### src/rtl/sdram_arbiter.sv
// Round-robin burst arbiter sharing one sdram_ctrl between a write port and a read port.
// Grants whole bursts, issues the enable pulse, and steers beat data to the granted side.
module sdram_arbiter #(
  parameter int unsigned ADDR_W      = 15,
  parameter int unsigned DATA_W      = 16,
  parameter int unsigned BURST_LEN   = 512,
  parameter int unsigned GAP_CYC     = 2,
  parameter int unsigned TIMEOUT_CYC = 4096
) (
  input  logic              i_clk,
  input  logic              i_rstn,
  input  logic              i_wr_req,
  input  logic [ADDR_W-1:0] i_wr_addr,
  input  logic [DATA_W-1:0] i_wr_data,
  output logic              o_wr_ack,
  output logic              o_wr_pop,
  output logic              o_wr_done,
  input  logic              i_rd_req,
  input  logic [ADDR_W-1:0] i_rd_addr,
  output logic              o_rd_ack,
  output logic [DATA_W-1:0] o_rd_data,
  output logic              o_rd_valid,
  output logic              o_rd_done,
  output logic              o_err,
  output logic              o_busy,
  output logic [ADDR_W-1:0] o_addr,
  output logic              o_sdram_en,
  output logic              o_rw,
  output logic [DATA_W-1:0] o_datain,
  input  logic              i_ready,
  input  logic              i_writing,
  input  logic              i_dataval,
  input  logic [DATA_W-1:0] i_dataout
);

  localparam int unsigned CntW = $clog2(BURST_LEN) + 1;
  localparam int unsigned TmoW = $clog2(TIMEOUT_CYC) + 1;
  localparam int unsigned GapW = (GAP_CYC > 1) ? $clog2(GAP_CYC) : 1;

  localparam logic [CntW-1:0] LastBeat = CntW'(BURST_LEN - 1);
  localparam logic [TmoW-1:0] TmoLast  = TmoW'(TIMEOUT_CYC - 1);
  localparam logic [GapW-1:0] GapLast  = GapW'(GAP_CYC - 1);

  typedef enum logic [2:0] {StIdle, StIssue, StWrBurst, StRdBurst, StGap} state_e;

  state_e          state_q;
  logic [CntW-1:0] beat_cnt_q;
  logic [TmoW-1:0] tmo_cnt_q;
  logic [GapW-1:0] gap_cnt_q;
  logic            last_rd_q;  // 1 = read was served last, so write wins a tie

  always_ff @(posedge i_clk or negedge i_rstn) begin
    if (!i_rstn) begin
      state_q    <= StIdle;
      beat_cnt_q <= '0;
      tmo_cnt_q  <= '0;
      gap_cnt_q  <= '0;
      last_rd_q  <= 1'b1;
      o_wr_ack   <= 1'b0;
      o_rd_ack   <= 1'b0;
      o_wr_done  <= 1'b0;
      o_rd_done  <= 1'b0;
      o_rd_valid <= 1'b0;
      o_rd_data  <= '0;
      o_err      <= 1'b0;
      o_addr     <= '0;
      o_rw       <= 1'b0;
      o_sdram_en <= 1'b0;
    end else begin
      o_sdram_en <= 1'b0;
      o_wr_ack   <= 1'b0;
      o_rd_ack   <= 1'b0;
      o_wr_done  <= 1'b0;
      o_rd_done  <= 1'b0;
      o_rd_valid <= 1'b0;
      unique case (state_q)
        StIdle: begin
          if (i_ready && (i_wr_req || i_rd_req)) begin
            if (i_wr_req && (!i_rd_req || last_rd_q)) begin
              o_addr   <= i_wr_addr;
              o_rw     <= 1'b0;
              o_wr_ack <= 1'b1;
            end else begin
              o_addr   <= i_rd_addr;
              o_rw     <= 1'b1;
              o_rd_ack <= 1'b1;
            end
            o_sdram_en <= 1'b1;
            state_q    <= StIssue;
          end
        end
        StIssue: begin
          beat_cnt_q <= '0;
          tmo_cnt_q  <= '0;
          state_q    <= o_rw ? StRdBurst : StWrBurst;
        end
        StWrBurst: begin
          tmo_cnt_q <= tmo_cnt_q + TmoW'(1);
          if (i_writing) beat_cnt_q <= beat_cnt_q + CntW'(1);
          // A completing beat takes priority over a coincident timeout
          if (i_writing && beat_cnt_q == LastBeat) begin
            o_wr_done <= 1'b1;
            last_rd_q <= 1'b0;
            gap_cnt_q <= '0;
            state_q   <= StGap;
          end else if (tmo_cnt_q == TmoLast) begin
            o_err     <= 1'b1;
            last_rd_q <= 1'b0;
            gap_cnt_q <= '0;
            state_q   <= StGap;
          end
        end
        StRdBurst: begin
          tmo_cnt_q  <= tmo_cnt_q + TmoW'(1);
          o_rd_valid <= i_dataval;
          if (i_dataval) begin
            beat_cnt_q <= beat_cnt_q + CntW'(1);
            o_rd_data  <= i_dataout;
          end
          if (i_dataval && beat_cnt_q == LastBeat) begin
            o_rd_done <= 1'b1;
            last_rd_q <= 1'b1;
            gap_cnt_q <= '0;
            state_q   <= StGap;
          end else if (tmo_cnt_q == TmoLast) begin
            o_err     <= 1'b1;
            last_rd_q <= 1'b1;
            gap_cnt_q <= '0;
            state_q   <= StGap;
          end
        end
        StGap: begin
          if (gap_cnt_q == GapLast) state_q <= StIdle;
          else gap_cnt_q <= gap_cnt_q + GapW'(1);
        end
        default: state_q <= StIdle;
      endcase
    end
  end

  // Write data path is combinational so the FIFO head reaches the controller on the beat itself
  assign o_wr_pop = (state_q == StWrBurst) && i_writing;
  assign o_datain = (state_q == StWrBurst) ? i_wr_data : '0;
  assign o_busy   = (state_q != StIdle);

endmodule

### config.mk
export PLATFORM = sky130hd
export DESIGN_NAME = sdram_arbiter
export DESIGN_NICKNAME = d
export VERILOG_FILES = /design/src/rtl/sdram_arbiter.sv
export SDC_FILE = /design/constraint.sdc
export NUM_CORES = 1
export LEC_CHECK = 0
export ABC_AREA = 1
export ABC_CLOCK_PERIOD_IN_PS = 1780
export CAP_MARGIN = 20
export CORE_ASPECT_RATIO = 1.4
export CORE_MARGIN = 4
export CORE_UTILIZATION = 25
export CTS_CLUSTER_SIZE = 16
export DETAILED_ROUTE_END_ITERATION = 8
export PLACE_DENSITY = 0.61
export SYNTH_ARGS = -nofsm -noshare
export SYNTH_HDL_FRONTEND = slang
export SYNTH_SLANG_ARGS = --single-unit
### constraint.sdc
create_clock -name i_clk -period 1.78 [get_ports i_clk]
set_input_delay 0.356 -clock i_clk [delete_from_list [all_inputs] [get_ports i_clk]]
set_output_delay 0.356 -clock i_clk [all_outputs]
set_load 0.03 [all_outputs]
==> summary.md, run 1 <==
| Metric | Value |
|---|---|
| Status | complete, no violations |
| Max IR drop VDD | 640.6 uV |
| Clk root buf | clkbuf_16 |
| Initial Util | 0.2591 |
| DRT iter0 DRCs | 140 |
| Post-synth top area share | 0.4903 |
| Cell area after synthesis | 3368 um2 |
| Top-Level Pins | 126 |
| Die H | 145.3 um |
| Share of layout cells above drive strength 1 | 0.1394 |
| Final cell count without fillers | 759 |
| # port buffers | ~130 |
| Yosys warning count | 0 |
| Largest net degree at the start of global routing | 48 |
| Post-layout util | 0.4016 |
| Worst-skew pair later-pin latency | 330 ps |
| Gr ovfl total | 0 |
| Synthesized flop and latch total | 67 |
| Reg2reg end | state_q[1] |
| Syn avg cell area | 7.761 um2 |
| Clk pin slew, worst setup/hold paths | 60 ps |
| Worst-path maximum fanout | 18 |
| Clk sink count | 67 |
| Setup violators final | 0 |
| Die area | 15,420 um2 |
| Pins Over Slew Limit | 0 |
| Reg2Reg Depth | 6 |
| Seq pwr share | 0.291 |
| CTS H-tree lvls | 3 |
| Dpl hpwl | ~7500 um |
| Row count | 49 |
| Power Dens Cells | 1520 nW/um2 |
| Register Area | between 1500 and 2000 um2 |
| Residual DRC count | 0 |
| Ant diodes | 0 |
| Fmax | 573.5 MHz |
| # fillers | about 1.3k |
| R2R setup slack | 160 ps |
| Multi-input logic area | 1428 um2 |
| Design Power | 7.936 mW |
| Drt wl/cell | 12.77 um |
| Vias per inst | 4.356 |
| Internal | 4.668 mW |
| Worst setup margin | ~36 ps |
| Syn nets | ~510 |
| Nets@finish | 647 |
| Routability Congestion | 0.7970 |
| Wirelength, routed | 9689 um |
| Final period utilization | 0.9795 |
| Yosys cell types | 33 |
| Most frequent cells in the layout | nand2_1 (151), clkdlybuf4s50_1 (99), dfrtp_1 (64), inv_1 (49), nand3_1 (36) |
| Vias | 3,306 |
| Area of the core | ~13,000 um2 |
| Synth-to-layout area growth | 54.98% |
| Area leader, netlist | dfrtp_1 |
| Fraction of the yosys area taken by sequential cells | 0.4981 |
| Slew HR | 0.5965 |
| Max Cap Violations | 0 |
| ANT nets after route | 0 |
| Clock network fraction of total power | 0.239 |
| CTS tree | yes |
| Net Sw Frac | 0.4118 |
| Worst Tran Pin Value | about 610 ps |
| Most common cell after layout, fill and taps aside | nand2_1 |
| Clk buf depth | 2 |
| Leakage power | ~2.5 nW |
| Num CTS Buffers | 9 |
| Initial antenna violation count | 0 |
| Vias in the first global route | 3,327 |
| Comb power frac | 0.470 |
| WP data required | 1420 ps |
| Clock skew | 6.669 ps |
| Setup TNS | 0 ps |
| P_sw | 3.268 mW |
| First-pass GRT wire length | about 16,000 um |
| Placed cell count | approximately 740 |
| Tot GR Track Use | 0.1287 |
| Worst r2r src | beat_cnt_q[0] |
| TritonRoute pass-1 iters | 5 |
| Hold crit path type | primary input to asynchronous set/reset pin |
| Cells after synthesis | 434 |
| Pre-CTS setup slack | -29.02 ps |
| Setup crit end kind | output port |
| RSZ-0062 raised after global routing | yes |
| Final min period | 1744 ps |
| Largest cells by area after synthesis | dfrtp_1 (49%), nand2_1 (17%), inv_1 (5.5%), nand3_1 (5.3%), nor2_1 (4.3%) |
| Final Hold Viols | 0 |
| Startpoint types | register |
| Arr. time, crit path | 1390 ps |
| Cts hold-fix bufs | 0 |
| Die boundary width | approximately 110 um |
| Critical path class | register to output port |
how the worst max path moves through the flow:
stage | from | end | slack (ps) | cells past startpoint
after CTS | state_q[1] | o_datain[6] | -2 | 5
final | state_q[2] | o_datain[11] | 40 | 6
after floorplan | state_q[2] | o_datain[10] | -30 | 6
after detailed placement | i_rd_req | o_addr[3] | -30 | 7
after global placement | i_rd_req | o_addr[9] | 10 | 7
after global routing | state_q[2] | o_datain[13] | -80 | 6
logic make-up after synthesis:
| group | after synthesis | share of synthesized area |
|---|---|---|
| simple gates | 258 | 0.3406 |
| flops | 67 | 0.4981 |
| buf+inv | 65 | 0.08321 |
| compound gates | 41 | 0.06799 |
| fa+ha+maj | 2 | 0.007428 |
| xor+xnor | 1 | 0.002601 |
power by group through the flow:
stage          sequential (mW)  clock, mW  combinational [mW]
2_1_floorplan             2.98          0                1.52
3_3_place_gp              2.34          0                3.64
3_5_place_dp              2.34          0                3.70
4_1_cts                   2.32       1.95                3.71
5_1_grt                   2.38       2.02                4.03
6_report                  2.31       1.90                3.73
critical path, stage by stage, from the launching register on:
cell	delay, ps
dfrtp_1	380
inv_2	80
nand2_4	90
nor2_4	140
inv_6	90
nor2_2	130
buf_6	150
through the flow:
stage                     hold WS (ps)  cell area [um2]
after floorplan                  60.41             3368
after global placement           366.9             4832
after detailed placement         374.3             4832
after CTS                        10.61             5164
after global routing             35.75             5220
final                            11.40             5220
sequential cells by signal (all words and copies together) (netlist names):
| signal | count |
|---|---|
| beat_cnt_q | 10 |
| gap_cnt_q | 1 |
| last_rd_q | 1 |
| o_addr | 15 |
| o_err | 1 |
| o_rd_ack | 1 |
| o_rd_data | 16 |
| o_rd_done | 1 |
| o_rd_valid | 1 |
| o_rw | 1 |
| o_sdram_en | 1 |
| o_wr_ack | 1 |
| o_wr_done | 1 |
| state_q | 3 |
| tmo_cnt_q | 13 |
repair_timing:
item,in CTS,in global routing
hold endpoints to repair,0,0
setup endpoints to repair,18,29
setup buffers,1,1
gates resized for setup,4,17
synthesized netlist by cell type:
cell type / count
a21oi_1: 8
nand4_1: 9
inv_1: 49
nor4_1: 1
a31o_2: 1
buf_6: 4
buf_2: 5
a22o_1: 1
o21ai_0: 21
o211ai_1: 1
o22ai_1: 1
nor2_4: 4
dfrtp_1: 66
nand2_4: 1
nand2_2: 4
nor2_8: 1
nand2_1: 151
nor2_1: 39
nand3b_1: 2
a22oi_1: 1
o31ai_1: 1
o21ai_1: 4
nand3_4: 1
ha_1: 2
xor2_1: 1
or2_2: 2
o2111ai_1: 1
dfstp_2: 1
inv_2: 7
nand3_1: 36
a21oi_2: 1
nand3_2: 2
nor3_1: 5
cell type report:
cell class              count  area share
clock buffers              10     0.04386
clock inverters             6     0.01726
inverters                  56     0.04123
multi-input cells         302      0.2735
flip-flops and latches     67      0.3219
well taps                 178     0.04267
repair buffers            140      0.2596
layer usage:
| metal | part of all wire | track usage | wire length [um] | up-vias |
|---|---|---|---|---|
| met3 | 0.068 | 0.04083 | 660 | 10 |
| met1 | 0.40 | 0.1462 | 3917 | 1532 |
| li1 | - | - | - | 1656 |
| met5 | 0 | 0 | 0 | - |
| met2 | 0.51 | 0.2224 | 4919 | 108 |
| met4 | 0.020 | 0.05055 | 192 | 0 |
(Power assumes the default switching activity.)
==> inputs of run 2 (changes only) <==
--- a/config.mk
+++ b/config.mk
@@ -7,7 +7,7 @@
 export LEC_CHECK = 0
 export ABC_AREA = 1
 export ABC_CLOCK_PERIOD_IN_PS = 1780
-export CAP_MARGIN = 20
+export CAP_MARGIN = 25
 export CORE_ASPECT_RATIO = 1.4
 export CORE_MARGIN = 4
 export CORE_UTILIZATION = 25
==> results of run 2 <==
Same layout as run 1: the final DEF is identical, and so are final timing and power.
==> inputs of run 3 (changes only) <==
--- a/config.mk
+++ b/config.mk
@@ -6,14 +6,13 @@
 export NUM_CORES = 1
 export LEC_CHECK = 0
 export ABC_AREA = 1
-export ABC_CLOCK_PERIOD_IN_PS = 1780
 export CAP_MARGIN = 25
-export CORE_ASPECT_RATIO = 1.4
 export CORE_MARGIN = 4
 export CORE_UTILIZATION = 25
 export CTS_CLUSTER_SIZE = 16
 export DETAILED_ROUTE_END_ITERATION = 8
 export PLACE_DENSITY = 0.61
+export SLEW_MARGIN = 20
 export SYNTH_ARGS = -nofsm -noshare
 export SYNTH_HDL_FRONTEND = slang
 export SYNTH_SLANG_ARGS = --single-unit
==> summary.md, run 3 (synthesized netlist as in run 1, its figures left out) <==
| Metric | Value |
|---|---|
| Max Cap Violations | 0 |
| CTS tree | yes |
| Initial Util | 0.2543 |
| Initial antenna violation count | 0 |
| Clk buf depth | 2 |
| Placement Cell Area | 4815 um2 |
| Arr. time, crit path | 1420 ps |
| RSZ-0062 raised after global routing | yes |
| Die H | approximately 120 um |
| Leakage power | 2.479 nW |
| Clock skew | 6.603 ps |
| Placed cell count | 737 |
| Post-layout util | 0.3951 |
| Setup violators final | 0 |
| Clk sink count | between 60 and 70 |
| Clk pin slew, worst setup/hold paths | 60 ps |
| Num CTS Buffers | 9 |
| Vias in the first global route | approximately 3.2k |
| Final min period | 1772 ps |
| Hold Slack | 464.0 ps |
| Gr ovfl total | 0 |
| DRT iter0 DRCs | 193 |
| Die boundary width | 124.1 um |
| Pins Over Slew Limit | 0 |
| ANT nets after route | 0 |
| Share of layout cells above drive strength 1 | 0.1377 |
| Pre-CTS setup slack | -104.6 ps |
| Nets@finish | 648 |
| First-pass GRT wire length | around 15,000 um |
| Drt wl/cell | about 13 um |
| Area of the core | around 13,000 um2 |
| Hold crit path type | register to register |
| Most common cell after layout, fill and taps aside | nand2_1 |
| Die area | between 15,000 and 20,000 um2 |
| CP max stage cell | dfrtp_1 |
| Largest regs | o_rd_data: 16 flops, o_addr: 15 flops, tmo_cnt_q: 13 flops |
| Vias per inst | approximately 4.4 |
| Final period utilization | 0.9957 |
| Worst-path maximum fanout | 18 |
| Max IR drop VDD | about 630 uV |
| Fmax | 564.3 MHz |
| # port buffers | 125 |
| Most frequent cells in the layout | nand2_1 (151), clkdlybuf4s50_1 (105), dfrtp_1 (64), inv_1 (49), nand3_1 (36) |
| Worst path top cell family by delay | flip-flops |
| Worst-skew pair later-pin latency | 330 ps |
| Crit path buf inv count | 3 |
| Power Dens Cells | 1547 nW/um2 |
| Largest register FFs | 16 |
| Status | complete, no violations |
| Vias | 3,324 |
| Final instance area | 5233 um2 |
| Crit-path cells | inv_2 -> nand2_4 -> nor2_4 -> inv_6 -> nor2_1 -> buf_4 |
| Max incr delay on CP | 390 ps |
| Final cell count without fillers | around 760 |
| Design Power | 8.097 mW |
| Worst Tran Pin Value | roughly 510 ps |
| Residual DRC count | 0 |
| Largest net degree at the start of global routing | 56 |
| Slew HR | 0.6581 |
| Top-Level Pins | 126 |
| Clk root buf | clkbuf_16 |
| Worst Hold Depth | 2 |
| WP data required | ~1400 ps |
| CTS H-tree lvls | 3 |
| Routability Congestion | 0.7782 |
| Row count | 42 |
| Setup TNS | 0 ps |
| Number of stages on the worst setup path | 6 |
| Ant diodes | 0 |
| Synth-to-layout area growth | 55.35% |
| Reg2Reg Depth | 7 |
| Critical path class | register to output port |
| TritonRoute pass-1 iters | 4 |
| Tot GR Track Use | 0.1210 |
| Startpoint types | register |
| Worst setup margin | 7.742 ps |
| Biggest register | o_rd_data |
| Wirelength, routed | 9477 um |
| Dpl hpwl | between 7000 and 8000 um |
| Final Hold Viols | 0 |
| Setup crit end kind | output port |
==> run 3: cell types whose count changed in the layout (fill, tap and decap cells not counted) <==
cell	previous run	this run
clkdlybuf4s50_1	99	105
dlymetal6s2s_1	6	0
clkbuf_8	0	2
clkinv_4	2	0
buf_4	28	29
buf_6	4	3
bufinv_16	2	3
clkbuf_1	1	0
clkinv_2	1	0
dlygate4sd3_1	0	1
nor2_1	34	35
nor2_4	5	4
==> run 3: metal layers <==
layer / global-route usage / share of wire / routed length [um] / vias up
li1: - / - / - / 1660
met1: 0.1507 / 0.43 / 4096 / 1542
met2: 0.2027 / 0.48 / 4523 / 108
met3: 0.02816 / 0.073 / 692 / 14
met4: 0.04791 / 0.017 / 165 / 0
met5: 0 / 0 / 0 / -
==> run 3: worst paths after layout <==
kind	start	to	slack [ps]
min in group asynchronous	i_rstn	beat_cnt_q[3]	480
worst max-delay path	state_q[2]	o_datain[9]	8
max in group asynchronous	i_rstn	last_rd_q	670
worst max register to register	state_q[1]	o_addr[9]	130
worst min register to register	gap_cnt_q	gap_cnt_q	460
worst min-delay path	gap_cnt_q	gap_cnt_q	460
==> run 3: timing repair <==
action                                  CTS  global route
endpoints found under the setup margin   18            19
pin swaps                                 1             2
endpoints found under the hold margin    12             0
gates resized for setup                   8             4
setup buffers                             4             0
hold buffers                              1             0
==> run 3: worst reg2reg max path, delay by kind of cell, from the launching register on <==
kind | cells | cell delay (ps)
AND/OR/NAND/NOR | 5 | 700
flip-flops | 1 | 420
buffers and inverters | 2 | 410
==> run 3: layout make-up <==
cell class              count  area, um2
well taps                 176      220.2
clock buffers              11      252.7
flip-flops and latches     67       1680
multi-input cells         302       1420
fillers                  1309       8010
clock inverters             4      97.59
inverters                  56      215.2
repair buffers            141       1346
==> run 3: power breakdown <==
group | switching, mW | internal [mW] | total, mW
Clock | 0.633 | 1.44 | 2.07
Sequential | 0.319 | 1.99 | 2.30
Combinational | 2.27 | 1.46 | 3.72
